<file path="src/rtl/hnf_entry_rr_sched_pkg.sv">
// Shared HNF parameters and helpers.
// Entry count defaults and one-hot encode.
package hnf_entry_rr_sched_pkg;

  localparam int HNF_ENTRIES_NUM   = 32;
  localparam int HNF_ENTRIES_WIDTH = 5;
  localparam int HNF_OH_MAX        = 64;

  function automatic logic [31:0] hnf_oh2bin(
    input logic [HNF_OH_MAX-1:0] oh
  );
    logic [31:0] b;
    b = '0;
    for (int i = 0; i < HNF_OH_MAX; i++) begin
      if (oh[i]) b = b | 32'(i);
    end
    return b;
  endfunction

endpackage

</file>
<file path="src/rtl/hnf_sel_bit_from_vec.sv">
// Round-robin bit pick: lowest set bit at or
// above a one-hot start, else lowest overall.
module hnf_sel_bit_from_vec #(
  parameter int N = 32
) (
  input  logic [N-1:0] vec,
  input  logic [N-1:0] start,
  output logic [N-1:0] sel,
  output logic         found
);

  logic [N-1:0] above;
  logic [N-1:0] hi_lo;
  logic [N-1:0] all_lo;

  // mask off bits below start, isolate lowest
  always_comb begin
    above  = vec & ~(start - N'(1));
    hi_lo  = above & (~above + N'(1));
    all_lo = vec & (~vec + N'(1));
    sel    = (|above) ? hi_lo : all_lo;
    found  = |vec;
  end

endmodule

</file>
<file path="src/rtl/hnf_entry_rr_sched.sv">
// Round-robin entry scheduler with a held
// output register and per-entry pending mask.
module hnf_entry_rr_sched
  import hnf_entry_rr_sched_pkg::*;
#(
  parameter int ENTRIES_NUM   = HNF_ENTRIES_NUM,
  parameter int ENTRIES_WIDTH = HNF_ENTRIES_WIDTH
) (
  input  logic                     clk,
  input  logic                     rst,
  input  logic [ENTRIES_NUM-1:0]   entry_vec,
  input  logic [ENTRIES_NUM-1:0]   entry_done_vec,
  input  logic                     out_ready,
  output logic                     out_valid,
  output logic [ENTRIES_NUM-1:0]   out_entry_ptr,
  output logic [ENTRIES_WIDTH-1:0] out_entry_idx,
  output logic [ENTRIES_NUM-1:0]   pend_vec
);

  logic                   out_valid_q;
  logic                   out_valid_d;
  logic [ENTRIES_NUM-1:0] out_entry_ptr_q;
  logic [ENTRIES_NUM-1:0] out_entry_ptr_d;
  logic [ENTRIES_NUM-1:0] start_ptr_q;
  logic [ENTRIES_NUM-1:0] start_ptr_d;
  logic [ENTRIES_NUM-1:0] pend_mask_q;
  logic [ENTRIES_NUM-1:0] pend_mask_d;

  logic                   hs;
  logic [ENTRIES_NUM-1:0] hs_grant;
  logic [ENTRIES_NUM-1:0] eligible;
  logic [ENTRIES_NUM-1:0] start_nxt;
  logic [ENTRIES_NUM-1:0] sel;
  logic                   found;

  // handshake, eligibility and next start
  always_comb begin
    hs        = out_valid_q & out_ready;
    hs_grant  = hs ? out_entry_ptr_q : '0;
    eligible  = entry_vec & ~pend_mask_q
              & ~hs_grant;
    start_nxt = hs ? {out_entry_ptr_q[ENTRIES_NUM-2:0],
                      out_entry_ptr_q[ENTRIES_NUM-1]}
                   : start_ptr_q;
  end

  hnf_sel_bit_from_vec #(
    .N(ENTRIES_NUM)
  ) u_sel (
    .vec  (eligible),
    .start(start_nxt),
    .sel  (sel),
    .found(found)
  );

  // output reload, pointer advance, pend set-wins
  always_comb begin
    out_valid_d     = out_valid_q;
    out_entry_ptr_d = out_entry_ptr_q;
    if (!out_valid_q || hs) begin
      out_valid_d     = found;
      out_entry_ptr_d = found ? sel : '0;
    end
    start_ptr_d = start_nxt;
    pend_mask_d = (pend_mask_q & ~entry_done_vec)
                | hs_grant;
  end

  // state registers
  always_ff @(posedge clk or posedge rst) begin
    if (rst) begin
      out_valid_q     <= 1'b0;
      out_entry_ptr_q <= '0;
      start_ptr_q     <= ENTRIES_NUM'(1);
      pend_mask_q     <= '0;
    end else begin
      out_valid_q     <= out_valid_d;
      out_entry_ptr_q <= out_entry_ptr_d;
      start_ptr_q     <= start_ptr_d;
      pend_mask_q     <= pend_mask_d;
    end
  end

  // outputs
  always_comb begin
    out_valid     = out_valid_q;
    out_entry_ptr = out_entry_ptr_q;
    out_entry_idx = ENTRIES_WIDTH'(
      hnf_oh2bin(HNF_OH_MAX'(out_entry_ptr_q)));
    pend_vec      = pend_mask_q;
  end

endmodule

</file>
<file path="config.mk">
export PLATFORM = sky130hd
export DESIGN_NAME = hnf_entry_rr_sched
export DESIGN_NICKNAME = d
export VERILOG_FILES = /design/src/rtl/hnf_entry_rr_sched_pkg.sv /design/src/rtl/hnf_sel_bit_from_vec.sv /design/src/rtl/hnf_entry_rr_sched.sv
export SDC_FILE = /design/constraint.sdc
export NUM_CORES = 1
export LEC_CHECK = 0
export BUFFER_PORTS_ARGS = -buffer_cell sky130_fd_sc_hd__buf_2
export CORE_MARGIN = 2
export CORE_UTILIZATION = 30
export CTS_CLUSTER_DIAMETER = 40
export DETAILED_ROUTE_END_ITERATION = 10
export PLACE_DENSITY_LB_ADDON = 0.25
export SLEW_MARGIN = 20
export SYNTH_ARGS = -nofsm -noshare
export SYNTH_HDL_FRONTEND = slang
export SYNTH_SLANG_ARGS = --single-unit
</file>
<file path="constraint.sdc">
create_clock -name clk -period 8.6 [get_ports clk]
set_clock_uncertainty 0.05 [all_clocks]
set_input_delay 2.58 -clock clk [delete_from_list [all_inputs] [get_ports clk]]
set_output_delay 2.58 -clock clk [all_outputs]
set_load 0.02 [all_outputs]
</file>
# ---- Word level (Yosys, flattened, before mapping)
# Cells that the tools add are included.
dict set report op_classes {
  bitwise 14
  add_sub_neg 3
  mux 35
  reduce_logical 4
}
# operator count
set op_table {}
lappend op_table {{bitwise AND 32 bit} 6}
lappend op_table {{NOT 32 bit} 6}
lappend op_table {{two-way mux 32 bit} 4}
lappend op_table {{two-way mux 5 bit} 16}
lappend op_table {{adder 32 x 1 -> 32 bit, second input constant} 2}
lappend op_table {{OR reduction 32 bit} 2}
lappend op_table {{two-way mux 4 bit} 8}
lappend op_table {{bitwise OR 32 bit} 1}
lappend op_table {{subtractor 32 x 1 -> 32 bit, second input constant} 1}
lappend op_table {{two-way mux 3 bit} 4}
lappend op_table {{two-way mux 2 bit} 2}
lappend op_table {{bitwise AND 1 bit} 1}
lappend op_table {{zero test 1 bit} 1}
lappend op_table {{logical OR 1 bit} 1}
lappend op_table {{two-way mux 1 bit} 1}
dict set report totals {
  word_cells 60
  inputBits 67
  regBits 97
}

# ---- Logic depth before layout (Yosys ltp)
dict set report logic_depth {
  ltp_word 31
  mapped_depth 17
  ltp_nobuf 13
}

# ---- Modules after synthesis
# Synthesis repeated with hierarchy kept, for this count alone.
dict set report hier_totals {
  hier_cells 704
  area_unflattened_um2 5748.0
}
# mod instances seq_area_each_um2 cells_each area_per_inst_um2
set modules_own_cells {}
lappend modules_own_cells {hnf_entry_rr_sched 1 2428.6 433 3930.0}
lappend modules_own_cells {hnf_sel_bit_from_vec 1 0.0 271 1818.0}

# ---- Worst setup path after synthesis
# No wires, ideal clock.
dict set report synth_path {
  kind {input to register}
  start {input out_ready}
  end {register out_entry_ptr_q[26] (netlist: out_entry_ptr[26])}
  t_required_ns 8.449
  path_slack_ns 2.046
  stages 16
  arrival_time_ns 6.403
  path_cell_list {buf_2 nand2_1 clkbuf_1 clkbuf_1 a21boi_1 ha_1 nand4_2 or4_1 nor3_1 mux2_2 or2_1 and4b_1 nand4_1 buf_6 or3_4 o311ai_2}
}
dict set report synth_between {
  elab_chain_len 10
}
# element line_no
set synth_rtl {}
lappend synth_rtl {{start: declaration} hnf_entry_rr_sched.sv:13} ;# input logic out_ready,
lappend synth_rtl {{bitwise AND 1 bit *} hnf_entry_rr_sched.sv:38} ;# hs = out_valid_q & out_ready;
lappend synth_rtl {{two-way mux 32 bit, on equally long branches} {hnf_entry_rr_sched.sv:42, hnf_entry_rr_sched.sv:39}}
lappend synth_rtl {{subtractor 32 x 1 -> 32 bit or NOT 32 bit (tied branches)} {hnf_sel_bit_from_vec.sv:18, hnf_entry_rr_sched.sv:41}}
lappend synth_rtl {{NOT 32 bit or bitwise AND 32 bit (tied branches)} {hnf_sel_bit_from_vec.sv:18, hnf_entry_rr_sched.sv:41}}
lappend synth_rtl {{bitwise AND 32 bit} hnf_sel_bit_from_vec.sv:18} ;# above = vec & ~(start - N'(1));
lappend synth_rtl {{NOT 32 bit} hnf_sel_bit_from_vec.sv:19} ;# hi_lo = above & (~above + N'(1));
lappend synth_rtl {{adder 32 x 1 -> 32 bit} hnf_sel_bit_from_vec.sv:19}
lappend synth_rtl {{bitwise AND 32 bit} hnf_sel_bit_from_vec.sv:19}
lappend synth_rtl {{two-way mux 32 bit} hnf_sel_bit_from_vec.sv:21} ;# sel = (|above) ? hi_lo : all_lo;
lappend synth_rtl {{two-way mux 32 bit} hnf_entry_rr_sched.sv:62} ;# out_entry_ptr_d = found ? sel : '0;
lappend synth_rtl {{end signal: assignment} hnf_entry_rr_sched.sv:78} ;# out_entry_ptr_q <= out_entry_ptr_d;
lappend synth_rtl {{end: declaration} hnf_entry_rr_sched.sv:22} ;# logic [ENTRIES_NUM-1:0] out_entry_ptr_q;
# Mark *: on every way between the ends. The rest lies on a longest branch, timed or not.
# A chain may end at the register's enable or synchronous reset.

# ---- Final worst setup path
dict set report layout_path {
  start {input out_ready}
  end {register out_entry_ptr_q[13] (netlist: out_entry_ptr[13])}
}
# The elaborated chain is that of the path after synthesis.

==> reports/qor.txt <==
Ys async rst share: 100.0%
Vias in the first global route: 5843
CTS Sinks: 97
Die height: 147.5 um
Hold WS: 0.4625 ns
Power per cell area: 170.2 mW/mm^2
Worst Path Arrival: 7.66 ns
Post-Place Setup Slack: 0.9483 ns
Mapped Area: 0.006180 mm^2
Vias per inst: 5.584
Max VDD drop: 104.3 uV
Full die area: 0.02176 mm^2
F_max: 134.5 MHz
Final Power: 1.260 mW
Switching Fraction: 33.73%
Rows: 52
Class of the worst hold path: flop to flop
Hold wc startpoint: pend_vec[23]
Hold Violations, Final: 0
Simple-Gate Fraction of Synth Area: 32.23%
Critical Path RT: 8.83 ns
Syn Nets: 784
Synth Area in Compound Gates: 19.76%
Reg clk slew, reported paths: 0.07 ns
I/O pins: 137
GR Overflow Total: 0
Static Leak: 3.576 nW
Antenna Nets Post-Route: 0
CTS tree: yes
Outcome: completed
DP HPWL: 16500 um
Clock power share: 34.8%
Die width: 147.5 um
Drt pass-1 iters: 5
Avg Inst Size Synth: 8.631 um^2
Critical path fanouts, max: 36
Fin worst setup slack: 1.163 ns
CTS H-Tree Depth: 3
Drt wl/cell: 19.79 um
RSZ-0062 raised after global routing: no
Root Buffer: clkbuf_16
Final period util: 86.48%
DRT iter0 DRCs: 596
PortBufs: 136
Mux cell area share after synthesis: 1.195%
Via count: 6248
Slew headroom: 26.69%
Max-capacitance violation count: 0
Comb pwr share: 25.1%
Bufs on Longest Clock Path: 2
Pins over their slew limit: 0
Setup TNS: 0 ns
Starting Density: 30.54%
Hold Buf Count CTS: 0
Startpoint Class: input pin
Area share of fa/ha/maj cells after synthesis: 0.2025%
Post-Synth XOR/XNOR Area: 1.417%
Sw power: 425.1 uW
Nets@finish: 912
Min Tclk post-route: 7.438 ns
Worst Tran Pin Value: 1.096 ns
Register bit total from synthesis: 97
Resized Gates After CTS: 0
Main synth FF type: dfrtp_1
Synth Instances: 716
Diodes inserted: 0
Crit path from: out_ready
Internal power: 835.4 uW
YS warnings: 0
CP Class: input pin to flop
First-pass GRT wire length: 34650 um
Total core area: 0.02023 mm^2
Final core utilization: 36.60%
Reg-to-reg critical path startpoint: out_valid
Total GRT Usage: 20.50%
Seq pwr share: 40.1%
Routed WL: 22150 um
Post-synthesis cell type count: 83
GPL Wtd Cong: 0.9111
Share of layout cells above drive strength 1: 22.61%
Seq/Total Area, Yosys: 39.30%
CTS Buf Count: 9
Worst skew pair latency: 0.36 ns
Largest family of logic cells by synthesized area: simple AND/OR/NAND/NOR gates
EDFF count, synth: 0
CP endpoint kind: flop
Antenna violations before repair: 0
Syn-to-layout area delta: 19.84%
# setup viols final: 0
Residual DRC: 0
Pin count of the biggest net entering global routing: 67
Postcts setup bufs: 0
-- cell usage after synthesis (4+ instances only) --
library cell	n	area share [%]
a211oi_1	12	1.5
a21boi_0	6	0.73
a21o_1	8	0.97
a21oi_1	17	1.4
a222oi_1	5	0.81
a22o_1	5	0.71
a31oi_1	5	0.51
a32oi_1	5	0.71
and2_1	13	1.3
and3_1	13	1.3
and4_1	6	0.85
and4bb_2	4	0.81
buf_2	6	0.49
buf_4	7	0.85
buf_6	4	0.73
clkbuf_1	7	0.43
dfrtp_1	96	39
inv_1	55	3.3
mux2i_1	4	0.65
nand2_1	90	5.5
nand2b_1	9	0.91
nand3_1	59	4.8
nand4_1	13	1.3
nor2_1	38	2.3
nor2b_1	19	1.9
nor3_1	13	1.1
nor4_1	15	1.5
nor4_4	4	1.4
nor4bb_1	5	0.81
o211ai_1	7	0.85
o21ai_0	51	4.1
o221ai_1	6	0.85
o22ai_1	8	0.81
o31ai_1	7	0.85
or3_1	5	0.51
or4_1	10	1.2
xnor2_1	7	0.99
-- state kept, by name, summed over array words and instances, names as in the netlist --
name	count
out_entry_ptr	32
out_valid	1
start_ptr_q	32
pend_vec	32
-- per-layer routing --
metal	global-route usage (%)	share of wire, %	vias up	routed length (um)
li1	-	-	2924	-
met5	0	0	-	0
met4	5.865	2.1	0	473
met1	30.72	48	2991	10650
met3	4.414	7.0	34	1561
met2	29.56	43	299	9463
-- path summary, 6_finish.rpt --
kind / slack (ns) / endpoint / cells after the start
worst min-delay path: 0.46 / pend_vec[23] / 1
worst min register to register: 0.46 / pend_vec[23] / 1
worst max register to register: 2.62 / out_entry_ptr[13] / 11
min in group asynchronous: 2.17 / pend_vec[3] / 2
worst max-delay path: 1.16 / out_entry_ptr[13] / 11
max in group asynchronous: 5.00 / out_valid / 3
-- cell type report --
class / count / area (um^2)
fill: 2071 / 12830
multi-input combinational: 539 / 3395
sequential: 97 / 2430
timing repair buffer: 142 / 725.7
tap: 270 / 337.8
clock buffer: 14 / 274.0
inverter: 55 / 209.0
clock inverter: 2 / 35.03
-- cells in the final DEF (no fill, tap or decap), drive strengths merged, types with 4 or more instances in the layout --
cell,count
mux2i,4
dfrtp,96
and3,13
nand2,90
and4bb,6
nor4bb,5
nand3,60
o21ai,53
xnor2,7
inv,55
nor4,19
a211oi,14
nor3,13
o221ai,7
o211ai,7
o22ai,9
nand2b,9
a21boi,7
nand4,14
o31ai,8
buf,142
a222oi,5
and2,14
a21oi,17
or4,13
clkbuf,14
or2,4
a32oi,5
or3,6
a21o,8
nor2b,19
and4,6
a31oi,5
nor2,38
a22o,5
-- cell families (layout without fill, tap and decap cells) --
logic type	after synthesis	in the layout
muxes	7	7
buffers and inverters	80	213
AOI/OAI and AO/OA	173	173
adders and majority gates	1	1
xor gates and xnor gates	10	10
and+or+nand+nor	348	348
DFF	97	97
-- metrics by stage --
step | cells | cell area, um^2
after detailed placement | 1103 | 7097
after global routing | 1119 | 7406
after CTS | 1119 | 7406
final | 1119 | 7406
after floorplan | 716 | 6180
after global placement | 1103 | 7097
-- power groups by stage --
stage	Sequential, mW	Clock [mW]	Combinational [mW]
after global placement	0.514	0	0.315
after global routing	0.509	0.468	0.346
final	0.505	0.438	0.317
after CTS	0.504	0.451	0.315
after floorplan	0.521	0	0.196
after detailed placement	0.513	0	0.313
-- worst max-delay path: stages --
cell and delay [ns]:
buf_2 0.49, and2_0 0.80, o221ai_2 0.36, nor4_4 0.69
a311oi_1 0.19, a31oi_1 0.30, or3b_1 0.44, nor4_4 0.35
nand4_1 0.58, or4_4 0.68, o211ai_1 0.19
Note: power is estimated with default switching activity, not from simulation.
